## config.mk

```make
export PLATFORM = sky130hd
export DESIGN_NAME = dff_pipe_flat
export DESIGN_NICKNAME = d
export VERILOG_FILES = /design/src/rtl/dff_pipe_if.sv /design/src/rtl/dff_pipe.sv /design/src/flat_wrapper.sv
export SDC_FILE = /design/constraint.sdc
export NUM_CORES = 1
export LEC_CHECK = 0
export BUFFER_PORTS_ARGS = -buffer_cell sky130_fd_sc_hd__buf_2
export CORE_ASPECT_RATIO = 1.2
export CORE_MARGIN = 2
export CORE_UTILIZATION = 35
export CTS_BUF_LIST = sky130_fd_sc_hd__clkbuf_16
export DETAILED_ROUTE_END_ITERATION = 12
export PLACE_DENSITY_LB_ADDON = 0.25
export SETUP_SLACK_MARGIN = 0.3
export SLEW_MARGIN = 10
export SYNTH_ARGS = -nofsm -noshare
export SYNTH_HDL_FRONTEND = slang
export SYNTH_SLANG_ARGS = --single-unit
```

## constraint.sdc

```tcl
create_clock -name clk -period 1.97 [get_ports clk]
set_input_delay 0.0985 -clock clk [delete_from_list [all_inputs] [get_ports clk]]
set_output_delay 0.0985 -clock clk [all_outputs]
set_load 0.01 [all_outputs]
```

## src/rtl/dff_pipe_if.sv

```systemverilog
// Ready/valid handshake bundle for dff_pipe: upstream push side and downstream pop side.
// The master drives words in and consumes words out; the pipeline itself is the slave.
interface dff_pipe_if #(
    parameter int WIDTH = 8
);
    logic             in_valid;
    logic             in_ready;
    logic [WIDTH-1:0] in_data;
    logic             out_valid;
    logic             out_ready;
    logic [WIDTH-1:0] out_data;

    modport master (
        output in_valid, in_data, out_ready,
        input  in_ready, out_valid, out_data
    );

    modport slave (
        input  in_valid, in_data, out_ready,
        output in_ready, out_valid, out_data
    );
endinterface

```

## src/rtl/dff_pipe.sv

```systemverilog
// Stallable register pipeline: DEPTH stages of WIDTH-bit words with per-stage valid bits,
// bubble collapsing, synchronous flush and an occupancy count.
module dff_pipe #(
    parameter int               WIDTH     = 8,
    parameter int               DEPTH     = 3,
    parameter logic [WIDTH-1:0] RESET_VAL = '0,
    localparam int              OCC_W     = $clog2(DEPTH + 1)
) (
    input  logic             clk,
    input  logic             rst,
    input  logic             flush,
    dff_pipe_if.slave        bus,
    output logic [OCC_W-1:0] occupancy
);

    logic [WIDTH-1:0] data [DEPTH];
    logic [DEPTH-1:0] v;
    logic [DEPTH-1:0] adv;

    // A stage may load when it, or any stage after it, is empty, or when the
    // last stage is draining; this is the unrolled form of the backward ready chain.
    always_comb begin
        logic all_full;
        adv      = '0;
        all_full = 1'b1;
        for (int i = DEPTH - 1; i >= 0; i--) begin
            all_full = all_full & v[i];
            adv[i]   = !all_full | bus.out_ready;
        end
    end

    always_comb begin
        occupancy = '0;
        for (int i = 0; i < DEPTH; i++) begin
            occupancy = occupancy + OCC_W'(v[i]);
        end
    end

    assign bus.in_ready  = adv[0] & !flush;
    assign bus.out_valid = v[DEPTH-1];
    assign bus.out_data  = data[DEPTH-1];

    // Flush clears only the valid bits; data registers keep their contents.
    always_ff @(posedge clk) begin
        if (rst) begin
            v <= '0;
            for (int i = 0; i < DEPTH; i++) begin
                data[i] <= RESET_VAL;
            end
        end else if (flush) begin
            v <= '0;
        end else begin
            if (adv[0]) begin
                data[0] <= bus.in_data;
                v[0]    <= bus.in_valid;
            end
            for (int i = 1; i < DEPTH; i++) begin
                if (adv[i]) begin
                    data[i] <= data[i-1];
                    v[i]    <= v[i-1];
                end
            end
        end
    end

endmodule

```

## src/flat_wrapper.sv

```systemverilog
// flat-port wrapper written by rule: the top's interface ports become plain ports
module dff_pipe_flat 
#(
    parameter int               WIDTH     = 8,
    parameter int               DEPTH     = 3,
    parameter logic [WIDTH-1:0] RESET_VAL = '0,
    localparam int              OCC_W     = $clog2(DEPTH + 1)
)
  (clk, rst, flush, occupancy, bus_in_valid, bus_in_data, bus_out_ready, bus_in_ready, bus_out_valid, bus_out_data);
  dff_pipe_if #(.WIDTH(WIDTH)) bus_i ();
  input  logic clk;
  input  logic rst;
  input  logic flush;
  output logic [OCC_W-1:0] occupancy;
  input wire logic [$bits(bus_i.in_valid)-1:0] bus_in_valid;
  input wire logic [$bits(bus_i.in_data)-1:0] bus_in_data;
  input wire logic [$bits(bus_i.out_ready)-1:0] bus_out_ready;
  output wire logic [$bits(bus_i.in_ready)-1:0] bus_in_ready;
  output wire logic [$bits(bus_i.out_valid)-1:0] bus_out_valid;
  output wire logic [$bits(bus_i.out_data)-1:0] bus_out_data;
  assign bus_i.in_valid = bus_in_valid;
  assign bus_i.in_data = bus_in_data;
  assign bus_i.out_ready = bus_out_ready;
  assign bus_in_ready = bus_i.in_ready;
  assign bus_out_valid = bus_i.out_valid;
  assign bus_out_data = bus_i.out_data;
  dff_pipe #(.WIDTH(WIDTH), .DEPTH(DEPTH), .RESET_VAL(RESET_VAL)) u_core (.clk(clk), .rst(rst), .flush(flush), .bus(bus_i), .occupancy(occupancy));
endmodule
```

==> After elaboration in Yosys (flattened, before gate mapping) <==
Memories as Yosys holds them, arrays and structs flattened.
Index checks and enable logic that the tools add are counted.
{ "totals": {"ff_bits": 3, "inputBits": 13, "ramBits": 24, "n_memories": 1, "wordCells": 37, "output_inout_bits": 12} }
{ "classes": {"n_reduce_logical": 5, "n_mux": 17, "n_addsub": 2, "bitwise": 9} }
{ "mem_list": {"columns": ["name", "words", "width", "rd", "rd_ports_with_merged_regs", "write_ports", "line", "source"], "rows": [
  ["u_core.data", 3, 8, 3, 0, 3, "dff_pipe.sv:16", "logic [WIDTH-1:0] data [DEPTH];"]
]} }
{ "ops": {"columns": ["operator", "count"], "rows": [
  ["$mux W8", 3],
  ["$mux W1", 14],
  ["$or A1 B1 Y1", 6],
  ["$logic_not A1 Y1", 4],
  ["$and A1 B1 Y1", 3],
  ["$add A1 B1 Y2", 1],
  ["$add A2 B1 Y2", 1],
  ["$reduce_or A2 Y1", 1]
]} }

==> Depth between registers and ports, before layout <==
Gate-level depths: netlist (run 1).
{ "logic_depth": {"word_depth": 9, "ltp_mapped": 4} }

==> Worst setup path after synthesis (run 1) <==
Ideal clock, no wire load.
{ "synth_timing": {"path_kind": "register -> register", "start": "reg u_core.v[2]", "end": "mem u_core.data[0][0], enable pin", "synth_period_minus_slack_ps": 1639, "stages_incl_launch_ff": 5, "t_arrival_ps": 1265, "setup_time_ps": 375, "path_slack_ps": 331, "path_cell_list": "dfxtp_1 and4b_1 buf_6 buf_6 o21bai_1"} }
{ "synth_rtl": {"columns": ["element", "line", "source"], "rows": [
  ["start: declaration", "dff_pipe.sv:17", "logic [DEPTH-1:0] v;"],
  ["start signal: indexed assignment", "dff_pipe.sv:60", "v[i] <= v[i-1];"],
  ["end: declaration", "dff_pipe.sv:16", null]
]} }

==> Worst setup path in the final report (run 1) <==
{ "layout_timing": {"start": "reg u_core.v[2]", "end": "out bus_in_ready"} }
{ "layout_between": {"elab_chain_len": 5} }
{ "layout_rtl": {"columns": ["element", "line", "source"], "rows": [
  ["$and A1 B1 Y1 (2 in series)", "dff_pipe.sv:27", "all_full = all_full & v[i];"],
  ["$logic_not A1 Y1", "dff_pipe.sv:28", "adv[i] = !all_full | bus.out_ready;"],
  ["$or A1 B1 Y1", "dff_pipe.sv:28", null],
  ["$and A1 B1 Y1", "dff_pipe.sv:39", "assign bus.in_ready = adv[0] & !flush;"],
  ["end: declaration", "flat_wrapper.sv:18", "output wire logic [$bits(bus_i.in_ready)-1:0] bus_in_ready;"]
]} }
Every way passes these cells.

==> impl_metrics.json, run 1 <==
{
  "die_area_um2": 4230,
  "drv_slew": 0,
  "crit_slowest_cell": "dfxtp_1",
  "core_um2": 3600,
  "netlist_instances": 77,
  "cts_resized": 0,
  "worst-path-max-fanout": 26,
  "cp_data_arrival_time_ns": 1.39,
  "cts_hold_buffers": 0,
  "fmax_mhz": 672,
  "max-cap-violations": 0,
  "fp-row-count": 24,
  "h-tree-depth": 1,
  "path_cells": "and4b_1 > buf_6 > nor2_1 > buf_2",
  "postRouteAntennaNets": 0,
  "clock_path_buffers": 2,
  "gr-usage-met3": 0.0165,
  "routed_wl_um": 1600,
  "critPathTopFamily": "buffers and inverters",
  "endpoint_kind": "output port",
  "outcome": "finished, final reports clean",
  "drt_iter0_markers": 8,
  "grt_setup_unrepaired": "false",
  "tns_ns": 0,
  "avgSynthCellArea_um2": 16.9,
  "setup_viol": 0,
  "ys_ff_latch": 27,
  "dp_hpwl_um": 1080,
  "clock-skew-final_ns": 0.00230,
  "path_class": "flop to output port",
  "cts_buffers": 3,
  "antenna_found_initial": 0,
  "grt-ovfl-total": 0,
  "max_stage_delay_ns": 0.40,
  "r2r_slack_ns": 0.49,
  "hold_violations": 0,
  "min_to": "u_core.v[0]",
  "fin_ws_ns": 0.482,
  "nFillCells": 347,
  "grt_max_degree": 27,
  "period_minus_slack_ns": 1.49,
  "grt_pass1_wl_um": 2750,
  "post-route-period-util": 0.756,
  "synth_nets": 91,
  "antenna_cells": 0,
  "hp-class": "input pin to flop",
  "final_cell_mix": "24 x buf_2, 24 x edfxtp_1, 20 x nor3b_2, 4 x nor3b_1",
  "drt_pre_antenna_iters": 2,
  "met1_usage": 0.0904,
  "grt_busiest_layer": "met2",
  "drive_gt1_frac": 0.568,
  "via_per_inst": 4.51,
  "grtUsageMet2": 0.150,
  "post_cts_buffers": 0,
  "relSlewSlack": 0.503,
  "wl_per_cell_um": 11.9,
  "synth_cell_type_count": 15,
  "clock_latency_ns": 0.26,
  "tightest_slew_ns": 0.746,
  "worst-path-buf-inv": 2,
  "min_path_cells": 2,
  "ys_seq_area_frac": 0.598,
  "hp-start": "bus_in_valid",
  "syn_area_um2": 1310,
  "cts.clk_slew.worst_paths_ns": 0.06,
  "required_ns": 1.87,
  "clock-sinks": 27,
  "start_util": 0.362,
  "regToRegStartpoint": "u_core.v[1]",
  "ys_warn_count": 0,
  "fin_nets": 110,
  "portBuffers": 24,
  "r2r_end": "u_core.data[0][4]",
  "place_congestion": 0.752,
  "drc": 0,
  "chipWidth_um": 59.7,
  "die_y_um": 70.9,
  "peakVddDrop_v": 0.000374,
  "crit_path_start_kind": "flop",
  "dp_slack_ns": 0.456,
  "cts_tree": "yes",
  "p_leak_nw": 0.576,
  "grt_pass1_vias": 634,
  "num_io_pins": 25,
  "p_per_area_nw_per_um2": 823,
  "cts_root_buf": "clkbuf_16",
  "syn2layout_area_growth_pct": 11.2,
  "vias": 605,
  "track_usage": 0.0875,
  "reg2reg_depth": 2
}
[layer usage]
metal | vias up | wire, um
met1 | 272 | 649
met4 | 0 | 45
met2 | 15 | 835
met3 | 4 | 64
li1 | 314 | -
met5 | - | 0
[power breakdown]
part | switching (mW) | leakage [nW] | internal, mW
combinational | 0.0403 | 0.246 | 0.0450
clock | 0.170 | 0.0423 | 0.271
sequential | 0.00759 | 0.288 | 0.662
total | 0.217 | 0.576 | 0.978
[logic make-up (layout without fill, tap and decap cells)]
group,Yosys count,in the layout,share of synthesized area
compound gates,6,6,0.0403
fa+ha+maj,1,1,0.0153
buf+inv,14,32,0.104
flops,27,27,0.598
simple gates,29,29,0.243
[state kept, by name, summed over array words and instances (netlist names)]
signal,cells
u_core.data,24
u_core.v,3
[worst max-delay path by stage]
stage          cells past startpoint  slack [ns]   startpoint                 end
2_1_floorplan                      4        0.33  u_core.v[2]   u_core.data[0][0]
3_3_place_gp                       4        0.46        flush  u_core.data[0][17]
3_5_place_dp                       4        0.46        flush  u_core.data[0][23]
4_1_cts                            4        0.40  u_core.v[2]        bus_in_ready
5_1_grt                            2        0.35  u_core.v[2]   u_core.data[0][0]
6_report                           4        0.48  u_core.v[2]        bus_in_ready
[synth_stat cells (all sizes together)]
library cell / count / area (um^2)
nor2: 1 / 3.75
and4b: 1 / 10.0
dfxtp: 3 / 60.1
o21bai: 3 / 22.5
and3b: 1 / 8.76
and2b: 1 / 7.51
o21ba: 3 / 30.0
nor3b: 24 / 280
or2: 1 / 6.26
fa: 1 / 20.0
edfxtp: 24 / 721
buf: 14 / 135
[metrics by stage]
stage	utilization	total power, mW	cells	area [um^2]	hold WS (ns)
after floorplan	-	0.754	77	1310	0.240
after global placement	0.380	0.767	130	1370	0.326
after detailed placement	0.380	0.768	130	1370	0.329
after CTS	0.402	1.21	134	1450	0.0630
after global routing	0.403	1.25	134	1450	0.0739
final	0.403	1.20	134	1450	0.0710
[final cells by class]
| class | count | area [um^2] | area share |
|---|---|---|---|
| Sequential cell | 27 | 781 | 0.538 |
| Multi-Input combinational cell | 36 | 389 | 0.268 |
| Timing Repair Buffer | 28 | 154 | 0.106 |
| Tap cell | 39 | 48.8 | 0.0336 |
| Clock buffer | 3 | 75.1 | 0.0517 |
| Clock inverter | 1 | 3.75 | 0.00259 |
No activity file was read; power rests on OpenSTA's default activity.
==> inputs of run 2 (changes only) <==
==> constraint.sdc (replaced) <==
create_clock -name clk -period 1.3 [get_ports clk]
set_input_delay 0.065 -clock clk [delete_from_list [all_inputs] [get_ports clk]]
set_output_delay 0.065 -clock clk [all_outputs]
set_load 0.01 [all_outputs]
==> impl_metrics.json, run 2 (synthesized netlist as in run 1, its figures left out) <==
{
  "relSlewSlack": 0.780,
  "grt-ovfl-total": 0,
  "top_register": "u_core.data",
  "period_minus_slack_ns": 1.43,
  "wl_per_cell_um": 13.8,
  "drive_gt1_frac": 0.714,
  "path_class": "flop to output port",
  "die_area_um2": 4230,
  "path_cells": "buf_6 > and4b_2 > buf_4 > nor2_1 > buf_2",
  "cp_data_arrival_time_ns": 1.36,
  "post-route-period-util": 1.10,
  "cts_buffers": 3,
  "clock_path_buffers": 2,
  "outcome": "finished with violations",
  "worst-path-max-fanout": 4,
  "core_um2": 3600,
  "place_congestion": 0.661,
  "grt_setup_unrepaired": "true",
  "max_stage_delay_ns": 0.35,
  "peakVddDrop_v": 0.000531,
  "grt_pass1_wl_um": 3420,
  "track_usage": 0.109,
  "syn2layout_area_growth_pct": 26.0,
  "largest_register_ffs": 24,
  "required_ns": 1.24,
  "via_per_inst": 4.69,
  "max-cap-violations": 0,
  "nFillCells": 327,
  "cts_hold_buffers": 0,
  "fin_nets": 120,
  "seq_area_um2": 783,
  "portBuffers": 24,
  "fin_ws_ns": -0.128,
  "drv_slew": 0,
  "hp-class": "input pin to flop",
  "antenna_cells": 0,
  "reg_top3": "u_core.data (24), u_core.v (3)",
  "grt_max_degree": 16,
  "clock-skew-final_ns": 0.00188,
  "crit_slowest_cell": "and4b_2",
  "tightest_slew_ns": 0.330,
  "antenna_found_initial": 0,
  "p_leak_nw": 0.651,
  "p_per_area_nw_per_um2": 1130,
  "drt_iter0_markers": 12,
  "crit_path_start_kind": "flop",
  "postRouteAntennaNets": 0,
  "routed_wl_um": 1990,
  "chipWidth_um": 59.7,
  "final_util": 0.456,
  "tns_ns": -1.83,
  "die_y_um": 70.9,
  "h-tree-depth": 1,
  "fmax_mhz": 700,
  "hold_violations": 0,
  "drc": 0,
  "r2r_slack_ns": -0.08,
  "num_io_pins": 25,
  "clock_latency_ns": 0.26,
  "total_power_mw": 1.85,
  "cts_tree": "yes",
  "violations": "setup timing",
  "start_util": 0.362,
  "setup_viol": 35,
  "drt_pre_antenna_iters": 3,
  "fp-row-count": 24,
  "dp_hpwl_um": 1310,
  "clock-sinks": 27,
  "cts.clk_slew.worst_paths_ns": 0.06,
  "vias": 675,
  "endpoint_kind": "output port",
  "multiInputGateArea_um2": 443,
  "final_cell_mix": "24 x buf_2, 24 x edfxtp_1, 22 x nor3b_2, 8 x buf_4",
  "grt_pass1_vias": 748,
  "cts_root_buf": "clkbuf_16"
}
run 2: cell count changes in the layout (fill, tap and decap cells not counted), sizes merged:
cell,before,now
buf,28,38
clkinv,0,1
inv,1,0
run 2: routing by layer:
layer  part of all wire  global-route usage
met2               0.55               0.198
met1               0.38               0.117
met4              0.023              0.0519
met3              0.050              0.0219
met5                  0                   0
run 2: what timing repair did:
action	in CTS	in global routing
endpoints found under the setup margin	52	53
pin swaps	7	0
buffers inserted	4	0
gates resized for setup	8	3
cloned	2	0
run 2: power by group:
part	switching [mW]	internal (mW)	leakage [nW]	total [mW]
Sequential	0.0112	1.00	0.289	1.01
Clock	0.276	0.415	0.0409	0.690
Combinational	0.0692	0.0809	0.322	0.150
run 2: worst max-delay path: cells and delay by family, from the launching register on:
family	cells	cell delay, ns
buffers and inverters	3	0.38
flip-flops	1	0.34
AND/OR/NAND/NOR	2	0.38
run 2: cell type report:
cell class / count / share of cell area
clock inverter: 1 / 0.00304
sequential: 27 / 0.476
tap: 39 / 0.0297
timing repair buffer: 38 / 0.176
clock buffer: 3 / 0.0457
multi-input combinational: 36 / 0.269
run 2: per-stage QoR:
step                instance area, um^2  hold WS [ns]  instances  setup WS [ns]
floorplan                          1350         0.178         77        -0.0355
global placement                   1450         0.298        134         0.0614
detailed placement                 1450         0.295        134         0.0219
CTS                                1630        0.0279        144         -0.132
global route                       1640        0.0417        144         -0.178
finish                             1640        0.0292        144         -0.128
run 2: final timing paths:
check,end,startpoint,cells past startpoint
hold / removal,u_core.v[0],bus_in_valid,2
setup reg to reg,u_core.data[0][2],u_core.v[2],5
hold reg to reg,u_core.data[0][23],u_core.data[0][15],1
setup / recovery,bus_in_ready,u_core.v[2],5
==> inputs of run 3 (changes only) <==
--- a/config.mk
+++ b/config.mk
@@ -11,7 +11,7 @@
 export CORE_UTILIZATION = 35
 export CTS_BUF_LIST = sky130_fd_sc_hd__clkbuf_16
 export DETAILED_ROUTE_END_ITERATION = 12
-export PLACE_DENSITY_LB_ADDON = 0.25
+export PLACE_DENSITY_LB_ADDON = 0.12
 export SETUP_SLACK_MARGIN = 0.3
 export SLEW_MARGIN = 10
 export SYNTH_ARGS = -nofsm -noshare
==> impl_metrics.json, run 3 (synthesized netlist as in run 1, its figures left out) <==
{
  "max_stage_delay_ns": 0.50,
  "drc": 0,
  "hp-class": "input pin to flop",
  "endpoint_kind": "output port",
  "hold_violations": 0,
  "drt_pre_antenna_iters": 3,
  "largest_register_ffs": 24,
  "worst-path-max-fanout": 2,
  "grt_pass1_vias": 693,
  "fin_ws_ns": -0.0830,
  "place_congestion": 0.633,
  "drv_slew": 0,
  "fp-row-count": 24,
  "relSlewSlack": 0.814,
  "portBuffers": 24,
  "routed_wl_um": 1880,
  "grt-ovfl-total": 0,
  "cts_buffers": 3,
  "p_per_area_nw_per_um2": 1130,
  "die_y_um": 70.9,
  "nFillCells": 325,
  "clock-sinks": 27,
  "p_leak_nw": 0.648,
  "cp_data_arrival_time_ns": 1.32,
  "tightest_slew_ns": 0.278,
  "fmax_mhz": 723,
  "drt_iter0_markers": 19,
  "dp_slack_ns": 0.0595,
  "chipWidth_um": 59.7,
  "fin_nets": 118,
  "dp_hpwl_um": 1270,
  "grt_max_degree": 28,
  "path_cells": "buf_6 > fa_1 > buf_2",
  "syn2layout_area_growth_pct": 26.2,
  "cts_hold_buffers": 0,
  "crit_path_start_kind": "flop",
  "path_class": "flop to output port",
  "peakVddDrop_v": 0.000515,
  "tns_ns": -0.0890,
  "crit_slowest_cell": "fa_1",
  "antenna_cells": 0,
  "postRouteAntennaNets": 0,
  "num_io_pins": 25,
  "violations": "setup timing",
  "outcome": "finished with violations",
  "clock_latency_ns": 0.26,
  "drive_gt1_frac": 0.738,
  "wl_per_cell_um": 13.3,
  "post-route-period-util": 1.06,
  "h-tree-depth": 1,
  "cts_tree": "yes",
  "top_register": "u_core.data",
  "reg_top3": "u_core.data (24), u_core.v (3)",
  "antenna_found_initial": 0,
  "core_um2": 3600,
  "period_minus_slack_ns": 1.38,
  "final_cell_mix": "24 x nor3b_2, 24 x buf_2, 24 x edfxtp_1, 7 x buf_6",
  "required_ns": 1.24,
  "track_usage": 0.101,
  "clock-skew-final_ns": 0.00239,
  "vias": 662,
  "max-cap-violations": 0,
  "cts.clk_slew.worst_paths_ns": 0.06,
  "grt_pass1_wl_um": 3200,
  "setup_viol": 2,
  "grt_setup_unrepaired": "true",
  "start_util": 0.362,
  "cts_root_buf": "clkbuf_16",
  "via_per_inst": 4.66,
  "clock_path_buffers": 2,
  "die_area_um2": 4230
}
[run 3: cell count changes in the layout (fill, tap and decap cells not counted), moves of 2 or more]
cell     delta
buf_16      -2
nor3b_2     +2
buf_6       +4
buf_8       +3
nor3b_1     -2
buf_4       -7
[run 3: worst paths after layout]
kind | slack [ns] | start | endpoint | cells after the start
min | 0.04 | bus_in_valid | u_core.v[0] | 2
max | -0.08 | u_core.v[0] | occupancy[0] | 3
max reg2reg | 0.05 | u_core.v[2] | u_core.data[0][11] | 4
min reg2reg | 0.56 | u_core.data[0][11] | u_core.data[0][19] | 1
[run 3: what timing repair did]
action / 4_1_cts / 5_1_grt
pin swaps: 4 / 8
resized for setup: 19 / 5
endpoints found under the hold margin: 0 / 0
buffers inserted: 4 / 1
gates cloned: 0 / 0
endpoints found under the setup margin: 52 / 53
[run 3: layout make-up]
class,count,area (um^2),area share
clock buffers,3,75.1,0.0456
clock inverters,1,5.00,0.00304
multi-input cells,36,459,0.279
well taps,39,48.8,0.0296
flip-flops and latches,27,787,0.478
repair buffers,36,272,0.165
[run 3: metrics by stage]
step	power (mW)	instance area (um^2)	hold WS [ns]	instances	utilization
final	1.87	1650	0.0426	142	0.457
after global routing	1.94	1650	0.0491	142	0.457
after CTS	1.88	1620	0.0395	141	0.450
after detailed placement	1.18	1440	0.299	133	0.400
after global placement	1.18	1440	0.291	133	0.400
after floorplan	1.15	1350	0.178	77	-
[run 3: metal layers]
layer	track usage	vias to the layer above	routed length (um)
li1	-	326	-
met1	0.117	309	757
met2	0.169	22	978
met3	0.0183	5	96
met4	0.0593	0	49
met5	0	-	0
[run 3: worst max-delay path, delay by kind of cell (launching register included)]
kind,cells,cell delay [ns]
adders and majority gates,1,0.50
buffers and inverters,2,0.24
DFF,1,0.32
[run 3: power by group]
group,switching [mW],internal (mW)
sequential,0.0112,1.00
combinational,0.0694,0.0848
clock,0.287,0.415
total,0.368,1.50
